<file path="config.mk">
export PLATFORM = sky130hd
export DESIGN_NAME = seq_alu_flat
export DESIGN_NICKNAME = d
export VERILOG_FILES = /design/src/rtl/seq_alu_if.sv /design/src/rtl/seq_alu.sv /design/src/flat_wrapper.sv
export SDC_FILE = /design/constraint.sdc
export NUM_CORES = 1
export LEC_CHECK = 0
export ABC_CLOCK_PERIOD_IN_PS = 3180
export BUFFER_PORTS_ARGS = -buffer_cell sky130_fd_sc_hd__buf_4
export CORE_ASPECT_RATIO = 2
export CORE_MARGIN = 1.5
export CORE_UTILIZATION = 35
export CTS_CLUSTER_DIAMETER = 30
export DETAILED_ROUTE_END_ITERATION = 10
export HOLD_SLACK_MARGIN = 0.15
export PLACE_DENSITY = 0.62
export SLEW_MARGIN = 10
export SYNTH_ARGS = -nofsm -noshare
export SYNTH_HDL_FRONTEND = slang
export SYNTH_SLANG_ARGS = --single-unit
</file>
<file path="constraint.sdc">
create_clock -name clk -period 3.18 [get_ports clk]
set_input_delay 0.159 -clock clk [delete_from_list [all_inputs] [get_ports clk]]
set_output_delay 0.159 -clock clk [all_outputs]
set_load 0.005 [all_outputs]
</file>
<file path="src/rtl/seq_alu_if.sv">
// Operand/result handshake bundle for seq_alu: operand side is producer->ALU,
// result side is ALU->consumer, both valid/ready.
interface seq_alu_if #(
    parameter int WIDTH = 8
);
    logic             in_valid;
    logic             in_ready;
    logic [2:0]       op;
    logic [WIDTH-1:0] in_a;
    logic [WIDTH-1:0] in_b;
    logic             out_valid;
    logic             out_ready;
    logic [WIDTH-1:0] res;
    logic [3:0]       flags;
    logic             busy;

    modport master (
        output in_valid, op, in_a, in_b, out_ready,
        input  in_ready, out_valid, res, flags, busy
    );

    modport slave (
        input  in_valid, op, in_a, in_b, out_ready,
        output in_ready, out_valid, res, flags, busy
    );
endinterface

</file>
<file path="src/rtl/seq_alu.sv">
// Registered ALU: single-cycle ops land in HOLD one edge after accept, MUL iterates
// WIDTH shift-add steps first; results hold until out_ready, one op in flight at a time.
module seq_alu #(
    parameter int WIDTH = 8,
    parameter int CNTW  = 4
) (
    input  logic     clk,
    input  logic     rst,
    seq_alu_if.slave bus
);
    localparam logic [1:0] S_IDLE = 2'd0;
    localparam logic [1:0] S_MUL  = 2'd1;
    localparam logic [1:0] S_HOLD = 2'd2;

    localparam logic [2:0] OP_ADD = 3'd0;
    localparam logic [2:0] OP_SUB = 3'd1;
    localparam logic [2:0] OP_AND = 3'd2;
    localparam logic [2:0] OP_NOT = 3'd3;
    localparam logic [2:0] OP_OR  = 3'd4;
    localparam logic [2:0] OP_XOR = 3'd5;
    localparam logic [2:0] OP_SHL = 3'd6;
    localparam logic [2:0] OP_MUL = 3'd7;

    localparam logic [WIDTH-1:0] LP_WIDTH = WIDTH[WIDTH-1:0];
    localparam logic [CNTW-1:0]  LP_LAST  = CNTW'(WIDTH - 1);

    logic [1:0]         r_state;
    logic [WIDTH-1:0]   r_res;
    logic [3:0]         r_flags;
    logic [2*WIDTH-1:0] r_mcand;
    logic [WIDTH-1:0]   r_mplier;
    logic [2*WIDTH-1:0] r_acc;
    logic [CNTW-1:0]    r_cnt;

    logic [WIDTH:0]     w_sum;
    logic [WIDTH:0]     w_dif;
    logic [WIDTH-1:0]   w_res_alu;
    logic               w_c_alu;
    logic               w_v_alu;
    logic [3:0]         w_flags_alu;
    logic [2*WIDTH-1:0] w_acc_nxt;
    logic [3:0]         w_flags_mul;

    assign w_sum = {1'b0, bus.in_a} + {1'b0, bus.in_b};
    assign w_dif = {1'b0, bus.in_a} - {1'b0, bus.in_b};

    always_comb begin
        w_res_alu = '0;
        w_c_alu   = 1'b0;
        w_v_alu   = 1'b0;
        case (bus.op)
            OP_ADD: begin
                w_res_alu = w_sum[WIDTH-1:0];
                w_c_alu   = w_sum[WIDTH];
                w_v_alu   = (bus.in_a[WIDTH-1] == bus.in_b[WIDTH-1]) &&
                            (w_sum[WIDTH-1] != bus.in_a[WIDTH-1]);
            end
            OP_SUB: begin
                // Top bit of the zero-extended difference is the borrow (a < b).
                w_res_alu = w_dif[WIDTH-1:0];
                w_c_alu   = w_dif[WIDTH];
                w_v_alu   = (bus.in_a[WIDTH-1] != bus.in_b[WIDTH-1]) &&
                            (w_dif[WIDTH-1] != bus.in_a[WIDTH-1]);
            end
            OP_AND:  w_res_alu = bus.in_a & bus.in_b;
            OP_NOT:  w_res_alu = ~bus.in_a;
            OP_OR:   w_res_alu = bus.in_a | bus.in_b;
            OP_XOR:  w_res_alu = bus.in_a ^ bus.in_b;
            OP_SHL:  w_res_alu = (bus.in_b >= LP_WIDTH) ? '0 : (bus.in_a << bus.in_b);
            default: w_res_alu = '0;
        endcase
        w_flags_alu = {(w_res_alu == '0), w_res_alu[WIDTH-1], w_c_alu, w_v_alu};
    end

    assign w_acc_nxt   = r_mplier[0] ? (r_acc + r_mcand) : r_acc;
    assign w_flags_mul = {(w_acc_nxt[WIDTH-1:0] == '0), w_acc_nxt[WIDTH-1],
                          (|w_acc_nxt[2*WIDTH-1:WIDTH]), 1'b0};

    always_ff @(posedge clk or posedge rst) begin
        if (rst) begin
            r_state  <= S_IDLE;
            r_res    <= '0;
            r_flags  <= '0;
            r_mcand  <= '0;
            r_mplier <= '0;
            r_acc    <= '0;
            r_cnt    <= '0;
        end else begin
            case (r_state)
                S_IDLE: begin
                    if (bus.in_valid) begin
                        if (bus.op == OP_MUL) begin
                            r_mcand  <= {{WIDTH{1'b0}}, bus.in_a};
                            r_mplier <= bus.in_b;
                            r_acc    <= '0;
                            r_cnt    <= '0;
                            r_state  <= S_MUL;
                        end else begin
                            r_res   <= w_res_alu;
                            r_flags <= w_flags_alu;
                            r_state <= S_HOLD;
                        end
                    end
                end
                S_MUL: begin
                    r_acc    <= w_acc_nxt;
                    r_mcand  <= r_mcand << 1;
                    r_mplier <= r_mplier >> 1;
                    r_cnt    <= r_cnt + CNTW'(1);
                    // Final step publishes straight from the adder so HOLD starts this edge.
                    if (r_cnt == LP_LAST) begin
                        r_res   <= w_acc_nxt[WIDTH-1:0];
                        r_flags <= w_flags_mul;
                        r_state <= S_HOLD;
                    end
                end
                S_HOLD: begin
                    if (bus.out_ready) r_state <= S_IDLE;
                end
                default: r_state <= S_IDLE;
            endcase
        end
    end

    assign bus.in_ready  = (r_state == S_IDLE);
    assign bus.out_valid = (r_state == S_HOLD);
    assign bus.busy      = (r_state == S_MUL);
    assign bus.res       = r_res;
    assign bus.flags     = r_flags;
endmodule
</file>
<file path="src/flat_wrapper.sv">
// flat-port wrapper written by rule: the top's interface ports become plain ports
module seq_alu_flat 
#(
    parameter int WIDTH = 8,
    parameter int CNTW  = 4
)
  (clk, rst, bus_in_valid, bus_op, bus_in_a, bus_in_b, bus_out_ready, bus_in_ready, bus_out_valid, bus_res, bus_flags, bus_busy);
  seq_alu_if #(.WIDTH(WIDTH)) bus_i ();
  input  logic clk;
  input  logic rst;
  input wire logic [$bits(bus_i.in_valid)-1:0] bus_in_valid;
  input wire logic [$bits(bus_i.op)-1:0] bus_op;
  input wire logic [$bits(bus_i.in_a)-1:0] bus_in_a;
  input wire logic [$bits(bus_i.in_b)-1:0] bus_in_b;
  input wire logic [$bits(bus_i.out_ready)-1:0] bus_out_ready;
  output wire logic [$bits(bus_i.in_ready)-1:0] bus_in_ready;
  output wire logic [$bits(bus_i.out_valid)-1:0] bus_out_valid;
  output wire logic [$bits(bus_i.res)-1:0] bus_res;
  output wire logic [$bits(bus_i.flags)-1:0] bus_flags;
  output wire logic [$bits(bus_i.busy)-1:0] bus_busy;
  assign bus_i.in_valid = bus_in_valid;
  assign bus_i.op = bus_op;
  assign bus_i.in_a = bus_in_a;
  assign bus_i.in_b = bus_in_b;
  assign bus_i.out_ready = bus_out_ready;
  assign bus_in_ready = bus_i.in_ready;
  assign bus_out_valid = bus_i.out_valid;
  assign bus_res = bus_i.res;
  assign bus_flags = bus_i.flags;
  assign bus_busy = bus_i.busy;
  seq_alu #(.WIDTH(WIDTH), .CNTW(CNTW)) u_core (.clk(clk), .rst(rst), .bus(bus_i));
endmodule
</file>
==> key figures, run 1 <==
Run status
  – Status: finished, final reports clean

Critical path
  – Req. time, crit path: 3.38 ns
  – Critical Path Max Stage Delay: 0.46 ns
  – Worst setup EP type: flip-flop
  – Worst Setup Start Kind: flip-flop
  – Reg-to-reg endpoint: u_core.bus.flags[1]
  – Worst setup endpoint: u_core.bus.flags[1]
  – Critical Path, Cell by Cell: ha_1 > fa_1 > a211oi_2 > o211a_1 > nor2_1 > or4_1 > o311a_1 > or3b_1 > a221oi_2 > a31oi_1
  – Crit path kind: reg2reg
  – RR Startpoint: u_core.r_acc[0]
  – FF-to-FF setup slack: 0.17 ns
  – Crit path launch: u_core.r_acc[0]
  – Crit path max fanout: 3
  – Worst Path Arrival: 3.21 ns
  – Worst-case reg-to-reg path depth: 10
  – Crit path max-delay cell type: fa_1

STA
  – Final Max Slew Viols: 0
  – RSZ-0062 raised after global routing: false
  – Final Hold Slack: 0.309 ns
  – Final number of setup-violating endpoints: 0
  – Final hold vios: 0
  – Tmin final: 3.01 ns
  – Highest Clock Rate: 332 MHz
  – Rel. slew slack: 40.7%
  – Slew @ Worst Pin: 0.889 ns
  – Part of the cycle the worst path needs: 94.6%
  – Setup TNS: 0 ns
  – Post-route setup slack: 0.171 ns
  – Clock skew: 0.00621 ns

Final layout
  – ANT cells: 0
  – Fin util: 41.2%
  – Layout cells sized above 1: 14.7%
  – Fill cells: 1444
  – Final nets: 681
  – Synthesis-to-layout area growth: 15.1%

Yosys
  – Post-synthesis simple-gate area fraction: 16.0%
  – Number of synthesized flops with an enable pin: 0
  – Share of synthesized flip-flops with an asynchronous set or reset: 100%
  – Sequential share of the synthesized area: 28.7%
  – Post-Syn Nets: 658
  – Mapped Avg Cell Area: 8.45 µm²
  – Post-synth top area share: 28.7%
  – Largest family of logic cells by synthesized area: compound AO/OA/AOI/OAI gates
  – Main synth FF type: dfrtp_1
  – Synth Register Bits: 57
  – Synthesized area: 4980 µm²
  – Syn. warnings: 0
  – Synth Area in Compound Gates: 28.2%
  – Most area-consuming cells after synthesis: dfrtp_1, ha_1, a21oi_1, nand2_1, o21ai_0
  – Largest area contributor in the netlist: dfrtp_1
  – Mux share of post-synthesis cell area: 5.78%
  – Cell count after synthesis: 589
  – Post-synthesis cell type count: 73
  – XOR/XNOR share of the synthesized area: 2.64%
  – Post-Synth Adder-Cell Area: 12.0%

Power
  – Power Dens Cells: 771 nW/µm²
  – Worst VDD drop: 258 µV
  – Leakage: 2.71 nW
  – Design Power: 0.00441 W

Detailed routing
  – Vias per cell: 5.67
  – Routed met3 length: 431 µm
  – Top Metal Used: met4
  – Drt pass-1 iters: 4
  – Total length of routed wires: 14.5 mm
  – Drt drc: 0
  – Vias: 4572
  – Drt wl/cell: 18.0 µm
  – Met1 wire length: 5.02 mm
  – Post-route ant nets: 0
  – Metal2 WL: 8.20 mm
  – DRT iter0 DRCs: 251

Clocking
  – CTS Sinks: 57
  – Post-CTS Setup Inserts: 0
  – Clk_lat worst skew: 0.34 ns
  – Number of instances resized during post-cts repair: 0
  – Root buffer cell: clkbuf_16
  – Clock tree from TritonCTS: done
  – H-tree depth: 3
  – Cts bufs inserted: 9
  – Clock transition at path regs: 0.05 ns
  – Max clock buf depth: 2

Global routing
  – GRT overflow: 0
  – Initial antenna violation count: 0
  – GRT Total Usage: 20.5%
  – First-pass GRT wire length: 23.3 mm
  – Vias in the first global route: 4520
  – Largest net degree at the start of global routing: 34

Worst hold path
  – Hold crit path type: in2reg

Place
  – Placer Congestion: 1.01
  – Dpl ws: 0.214 ns
  – IO Port Bufs: 37
  – Post-DP HPWL: 11.5 mm

Floorplan
  – Initial Utilization: 35.8%
  – Die X-Extent: 87.3 µm
  – Row count: 61
  – Die area: 15000 µm²
  – Die H: 172 µm
  – Core ar.: 13900 µm²
  – I/O pins: 38

Job
  – Max-cap violation count: 0
cells in the mapped netlist (12+ instances only):
| master | n |
|---|---|
| inv_1 | 35 |
| nor2_1 | 42 |
| nor3_1 | 15 |
| nand2_1 | 56 |
| dfrtp_1 | 57 |
| mux2i_1 | 13 |
| o21ai_0 | 39 |
| a22o_1 | 17 |
| a21oi_1 | 48 |
| clkbuf_1 | 25 |
| a211oi_1 | 12 |
| ha_1 | 43 |
layer usage:
layer  GRT usage [%]  vias up
met4            13.4        0
li1                -     2210
met2            38.8      122
met3            2.64       46
met1            20.1     2194
met5               0        -
placed cells by master (no fill, tap or decap), drive strengths merged, types with 5 or more instances in the layout:
master,count
a22o,18
nand2b,8
clkbuf,11
nor3b,5
inv,36
a211oi,13
ha,43
mux2,10
o21a,7
xor2,6
xnor2,9
nor2b,9
a31oi,8
nand2,56
or4,5
nand3,11
dfrtp,57
a21o,7
nor2,43
a221oi,9
nor3,15
a21oi,49
o21ai,42
mux2i,13
o211ai,6
buf,46
o21bai,5
flip-flops by register name, indices dropped and copies added (netlist names):
signal	cells
u_core.r_mcand	16
u_core.r_state	2
u_core.r_mplier	8
u_core.bus.flags	4
u_core.r_cnt	4
u_core.bus.res	7
u_core.r_acc	16
cell families (layout without fill, tap and decap cells):
family | after synthesis | count (layout)
AO/OA/AOI/OAI | 204 | 204
XOR/XNOR | 15 | 15
adder cells (fa/ha/maj) | 46 | 46
buffers and inverters | 74 | 102
flip-flops | 57 | 57
multiplexers | 25 | 25
AND/OR/NAND/NOR | 168 | 168
power by group:
| group | total (W) | internal (W) | switching (W) | leakage, nW |
|---|---|---|---|---|
| combinational | 0.00206 | 0.000910 | 0.00115 | 1.81 |
| clock | 0.00105 | 0.000705 | 0.000347 | 0.159 |
| sequential | 0.00130 | 0.00103 | 0.000278 | 0.738 |
| total | 0.00441 | 0.00264 | 0.00177 | 2.71 |
stage by stage:
step           cells  instance area [µm²]
5_1_grt          806                 5730
2_1_floorplan    589                 4980
6_report         806                 5730
4_1_cts          806                 5730
3_3_place_gp     786                 5360
3_5_place_dp     786                 5360
what timing repair did:
action                                  CTS  global route
endpoints found under the setup margin    0             0
hold buffers                              4             0
endpoints found under the hold margin    35             0
critical path: cells and delay by family, from the launching register on:
kind,cells,cell delay [ns]
AOI/OAI and AO/OA,5,0.93
and+or+nand+nor,3,0.84
DFF,1,0.39
adders and majority gates,2,0.71
final cells by class:
type / instances / area (µm²) / share of cell area [%]
tap: 189 / 236 / 4.13
timing repair buffer: 50 / 385 / 6.73
inverter: 36 / 135 / 2.36
sequential: 57 / 1430 / 24.9
clock buffer: 11 / 243 / 4.24
clock inverter: 5 / 78.8 / 1.38
multi-input combinational: 458 / 3220 / 56.3
worst min-delay path by stage:
| stage | startpoint | end | cells past startpoint |
|---|---|---|---|
| after global placement | rst | u_core.r_cnt[1] | 2 |
| after global routing | bus_in_a[7] | u_core.bus.flags[0] | 3 |
| final | bus_in_a[7] | u_core.bus.flags[0] | 3 |
| after detailed placement | rst | u_core.r_cnt[3] | 2 |
| after CTS | bus_in_a[7] | u_core.bus.flags[0] | 3 |
| after floorplan | bus_in_a[0] | u_core.r_mcand[0] | 1 |
(Power assumes the default switching activity.)
==> run 2: changes to the inputs <==
Settings changed: CORE_UTILIZATION 35 to 50, PLACE_DENSITY 0.62 to 0.79, REMOVE_ABC_BUFFERS from default to 1, SLEW_MARGIN 10 to 20.
==> key figures, run 2 (synthesized netlist as in run 1, its figures left out) <==
Detailed routing
  – Vias per cell: 6.32 (+11%)
  – Vias: 4751 (+3.9%)
  – Total length of routed wires: 14.1 mm (-3.2%)
  – DRT iter0 DRCs: 240 (-4.4%)
  – Drt wl/cell: 18.7 µm (+3.8%)
  – Post-route ant nets: 0 (unchanged)
  – Drt pass-1 iters: 7 (+3)
  – Drt drc: 0 (unchanged)

Power
  – Worst VDD drop: 389 µV (+50%)
  – Leakage: 2.69 nW (-0.47%)
  – Power Dens Cells: 760 nW/µm² (-1.4%)

STA
  – Tmin final: 3.02 ns (+0.0144 ns)
  – Slew @ Worst Pin: 0.929 ns (+0.0391 ns)
  – Final hold vios: 0 (unchanged)
  – Final Max Slew Viols: 0 (unchanged)
  – Part of the cycle the worst path needs: 95.1% (+0.45 points)
  – Setup TNS: 0 ns (unchanged)
  – RSZ-0062 raised after global routing: false
  – Rel. slew slack: 38.0% (-2.7 points)
  – Final number of setup-violating endpoints: 0 (unchanged)
  – Clock skew: 0.00609 ns (-0.000123 ns)
  – Highest Clock Rate: 331 MHz (-0.48%)

Final layout
  – Post-route cell area: 5630 µm² (-1.6%)
  – Top Registers: u_core.r_acc x16, u_core.r_mcand x16, u_core.r_mplier x8
  – ANT cells: 0 (unchanged)
  – Most frequent cells in the layout: dfrtp_1, nand2_1, buf_4
  – Commonest non-fill, non-tap cell in the layout: dfrtp_1
  – Synthesis-to-layout area growth: 13.2%
  – Layout cells sized above 1: 15.3% (+0.57 points)
  – Final nets: 684 (+0.44%)

Critical path
  – Critical Path, Cell by Cell: ha_1 > fa_2 > a211oi_2 > o211a_1 > nor2_1 > or4_1 > o311a_1 > or3b_1 > a221oi_2 > a31oi_1
  – Crit path max-delay cell type: or4_1
  – Worst Setup Start Kind: flip-flop
  – Crit path kind: reg2reg
  – Critical Path Max Stage Delay: 0.40 ns (-0.06 ns)
  – Buf/Inv on CP: 0 (unchanged)
  – Crit path max fanout: 3 (unchanged)
  – Worst setup EP type: flip-flop
  – Req. time, crit path: 3.38 ns (about the same)
  – CP delay by family, top: compound AO/OA/AOI/OAI gates
  – Worst Path Arrival: 3.22 ns (about the same)

Global routing
  – Largest net degree at the start of global routing: 46 (+35%)
  – Initial antenna violation count: 0 (unchanged)
  – First-pass GRT wire length: 22.5 mm (-3.1%)
  – GRT Total Usage: 27.9% (+7.4 points)
  – GRT overflow: 0 (unchanged)
  – Vias in the first global route: 4756 (+5.2%)

Clocking
  – Cts bufs inserted: 9 (unchanged)
  – Max clock buf depth: 2 (unchanged)
  – Clock transition at path regs: 0.05 ns (about the same)
  – H-tree depth: 3 (unchanged)
  – Post-CTS Setup Inserts: 0 (unchanged)
  – Clk_lat worst skew: 0.33 ns (about the same)
  – CTS Sinks: 57 (unchanged)
  – Clock tree from TritonCTS: done
  – Root buffer cell: clkbuf_16

Run status
  – Status: finished, final reports clean

Floorplan
  – Core ar.: 9700 µm² (-30%)
  – Die X-Extent: 73.5 µm (-16%)
  – I/O pins: 38 (unchanged)
  – Row count: 51 (-16%)
  – Die H: 144 µm (-16%)
  – Die area: 10600 µm² (-29%)
  – Initial Utilization: 51.3% (+15 points)

Place
  – Placed Area: 5320 µm² (-0.91%)
  – Placer Congestion: 0.964 (-4.7%)
  – IO Port Bufs: 37 (unchanged)
  – Post-DP HPWL: 10.9 mm (-4.8%)

Worst hold path
  – Hold crit path type: in2reg

Job
  – Max-cap violation count: 0 (unchanged)
-- run 2: cell count changes in the layout (fill, tap and decap cells not counted) --
| cell | change |
|---|---|
| bufinv_16 | -2 |
| fa_1 | -1 |
| clkinvlp_4 | +1 |
| clkinv_2 | +1 |
| fa_2 | +1 |
| buf_4 | +3 |
-- run 2: through the flow --
stage          hold WS, ns  setup slack [ns]  total power (W)  cells  utilization [%]
3_5_place_dp         0.427             0.197          0.00337    732             54.8
2_1_floorplan        0.292             0.400          0.00267    551                -
3_3_place_gp         0.413             0.228          0.00329    732             54.8
6_report             0.282             0.156          0.00428    752             58.1
4_1_cts              0.279             0.162          0.00426    752             58.0
5_1_grt              0.315            0.0154          0.00458    752             58.1
-- run 2: layout make-up --
cell class                      count  area, µm²
Fill cell                         915       4070
Multi-Input combinational cell    458       3220
Inverter                           36        135
Tap cell                          132        165
Sequential cell                    57       1430
Clock inverter                      5       31.3
Clock buffer                       11        243
Timing Repair Buffer               53        408
-- run 2: worst reg2reg max path: stages, from the launching register on --
cell and delay [ns]:
dfrtp_1 0.39, ha_1 0.25, fa_2 0.39, a211oi_2 0.22, o211a_1 0.21, nor2_1 0.07, or4_1 0.40, o311a_1 0.14
or3b_1 0.38, a221oi_2 0.31, a31oi_1 0.14
-- run 2: power by group --
group / total, W / switching (W) / internal [W]
Clock: 0.000875 / 0.000332 / 0.000544
Sequential: 0.00129 / 0.000268 / 0.00103
Combinational: 0.00211 / 0.00119 / 0.000923
-- run 2: layer usage --
| layer | track usage (%) | vias to the layer above | wire length, µm |
|---|---|---|---|
| met4 | 23.8 | 0 | 1100 |
| met1 | 26.6 | 2288 | 4920 |
| li1 | - | 2206 | - |
| met3 | 4.11 | 77 | 492 |
| met2 | 50.0 | 180 | 7550 |
| met5 | 0 | - | 0 |
-- run 2: final timing paths --
path,cells after the start,from,to,slack (ns)
max,10,u_core.r_acc[0],u_core.bus.flags[1],0.16
min,4,bus_in_a[6],u_core.r_mcand[6],0.28
max reg2reg,10,u_core.r_acc[0],u_core.bus.flags[1],0.16
min reg2reg,2,u_core.r_mplier[3],u_core.r_mplier[3],0.49
max in group asynchronous,4,rst,u_core.r_acc[12],1.84
min in group asynchronous,3,rst,u_core.r_mcand[9],0.60
-- run 2: what timing repair did --
action                                  4_1_cts  5_1_grt
resized for setup                             0        1
hold buffers                                  4        0
hold endpoints to repair                     47        0
endpoints found under the setup margin        0        1
==> run 3: changes to the inputs <==
Settings changed: ABC_CLOCK_PERIOD_IN_PS 3180 to 3100, SKIP_CTS_REPAIR_TIMING from default to 1.
Clock period 3.18 ns to 3.1 ns, I/O delays scaled along.
==> key figures, run 3 (synthesized netlist as in run 1, its figures left out) <==
Run status
  – Status: finished, final reports clean

Critical path
  – Crit path max fanout: 3 (unchanged)
  – Worst Setup Start Kind: flip-flop
  – Worst setup EP type: flip-flop
  – Critical Path Max Stage Delay: 0.43 ns (+0.03 ns)
  – Critical Path, Cell by Cell: ha_2 > fa_2 > a211oi_2 > o211a_1 > nor2_1 > or4_1 > o311a_1 > or3b_1 > a221oi_2 > a31oi_1
  – Worst Path Arrival: 3.21 ns (about the same)
  – Crit path kind: reg2reg
  – Req. time, crit path: 3.30 ns (-0.08 ns)
  – Crit path max-delay cell type: or4_1

Clocking
  – CTS Sinks: 57 (unchanged)
  – Clock tree from TritonCTS: done
  – H-tree depth: 3 (unchanged)
  – Clock transition at path regs: 0.05 ns (about the same)
  – Cts bufs inserted: 9 (unchanged)
  – Clk_lat worst skew: 0.34 ns (about the same)
  – Max clock buf depth: 2 (unchanged)
  – Root buffer cell: clkbuf_16

Floorplan
  – Row count: 51 (unchanged)
  – Die area: 10600 µm² (unchanged)
  – Die H: 144 µm (unchanged)
  – I/O pins: 38 (unchanged)
  – Core ar.: 9700 µm² (unchanged)
  – Die X-Extent: 73.5 µm (unchanged)
  – Initial Utilization: 51.3% (unchanged)

Power
  – Leakage: 2.68 nW (-0.56%)
  – Worst VDD drop: 394 µV (+1.5%)
  – Power Dens Cells: 791 nW/µm² (+4.1%)

Job
  – Max-cap violation count: 0 (unchanged)

STA
  – RSZ-0062 raised after global routing: false
  – Tmin final: 3.00 ns (-0.0221 ns)
  – Final Max Slew Viols: 0 (unchanged)
  – Clock skew: 0.00623 ns (+0.000141 ns)
  – Final hold vios: 0 (unchanged)
  – Rel. slew slack: 35.8% (-2.2 points)
  – Slew @ Worst Pin: 0.961 ns (+0.0326 ns)
  – Setup TNS: 0 ns (unchanged)
  – Final number of setup-violating endpoints: 0 (unchanged)
  – Highest Clock Rate: 333 MHz (+0.74%)
  – Part of the cycle the worst path needs: 96.8% (+1.7 points)

Final layout
  – ANT cells: 0 (unchanged)
  – Most frequent cells in the layout: dfrtp_1, nand2_1, a21oi_1
  – Fin util: 58.0% (-0.090 points)
  – Commonest non-fill, non-tap cell in the layout: dfrtp_1
  – Synthesis-to-layout area growth: 13.0%
  – Final nets: 681 (-0.44%)
  – Layout cells sized above 1: 14.8% (-0.53 points)
  – Top Registers: u_core.r_acc x16, u_core.r_mcand x16, u_core.r_mplier x8

Global routing
  – First-pass GRT wire length: 22.6 mm (+0.28%)
  – GRT overflow: 0 (unchanged)
  – Initial antenna violation count: 0 (unchanged)
  – Largest net degree at the start of global routing: 41 (-11%)
  – Vias in the first global route: 4614 (-3.0%)
  – GRT Total Usage: 28.1% (+0.21 points)

Detailed routing
  – Drt drc: 0 (unchanged)
  – Post-route ant nets: 0 (unchanged)
  – Vias per cell: 6.35 (+0.52%)
  – Vias: 4744 (-0.15%)
  – Drt wl/cell: 19.1 µm (+2.0%)
  – Total length of routed wires: 14.2 mm (+1.3%)
  – DRT iter0 DRCs: 314 (+31%)
  – Drt pass-1 iters: 6 (-1)

Worst hold path
  – Hold crit path type: in2reg

Place
  – IO Port Bufs: 37 (unchanged)
  – Post-DP HPWL: 11.1 mm (+1.4%)
  – Placer Congestion: 0.970 (+0.63%)
==> run 3: changes by cell type in the layout (fill, tap and decap cells not counted) <==
cell / change
clkinv_4: -1
buf_4: -3
clkinv_2: -2
ha_2: +1
bufinv_16: +1
ha_1: -1
==> run 3: path summary, 6_finish.rpt <==
| path | from | to | slack, ns | cells after the start |
|---|---|---|---|---|
| worst max-delay path | u_core.r_acc[0] | u_core.bus.flags[1] | 0.1 | 10 |
| worst min-delay path | bus_in_a[6] | u_core.r_mcand[6] | 0.29 | 4 |
| worst max register to register | u_core.r_acc[0] | u_core.bus.flags[1] | 0.1 | 10 |
| worst min register to register | u_core.r_mplier[5] | u_core.r_mplier[5] | 0.50 | 2 |
| max in group asynchronous | rst | u_core.r_acc[6] | 1.85 | 4 |
| min in group asynchronous | rst | u_core.r_acc[9] | 0.41 | 3 |
==> run 3: cell type report <==
class                   count  area [µm²]
fillers                   919        4080
multi-input cells         458        3230
flip-flops and latches     57        1430
repair buffers             50         385
clock buffers              11         243
well taps                 132         165
inverters                  36         135
clock inverters             3        42.5
==> run 3: where the power goes <==
part	switching (W)	leakage [nW]	internal (W)
Clock	0.000340	0.137	0.000632
Combinational	0.00119	1.80	0.000936
Sequential	0.000295	0.738	0.00105
==> run 3: metrics by stage <==
step	instances	setup WS [ns]	instance area, µm²	hold WS, ns	total power (W)
2_1_floorplan	551	0.320	4780	0.288	0.00273
3_3_place_gp	729	0.152	5290	0.214	0.00336
3_5_place_dp	729	0.0978	5290	0.224	0.00344
4_1_cts	743	0.0700	5580	-0.130	0.00442
5_1_grt	747	0.00308	5620	0.305	0.00474
6_report	747	0.0985	5620	0.288	0.00445
==> run 3: metal layers <==
metal | part of all wire (%) | GRT usage (%) | vias up
met2 | 52 | 49.7 | 203
met5 | 0 | 0 | -
met4 | 9.9 | 24.9 | 0
met3 | 3.7 | 3.62 | 87
met1 | 35 | 27.4 | 2249
li1 | - | - | 2205
==> run 3: worst max-delay path, delay by kind of cell, from the launching register on <==
kind / cells / cell delay (ns)
and+or+nand+nor: 3 / 0.87
AOI/OAI and AO/OA: 5 / 1.02
adders and majority gates: 2 / 0.59
DFF: 1 / 0.39
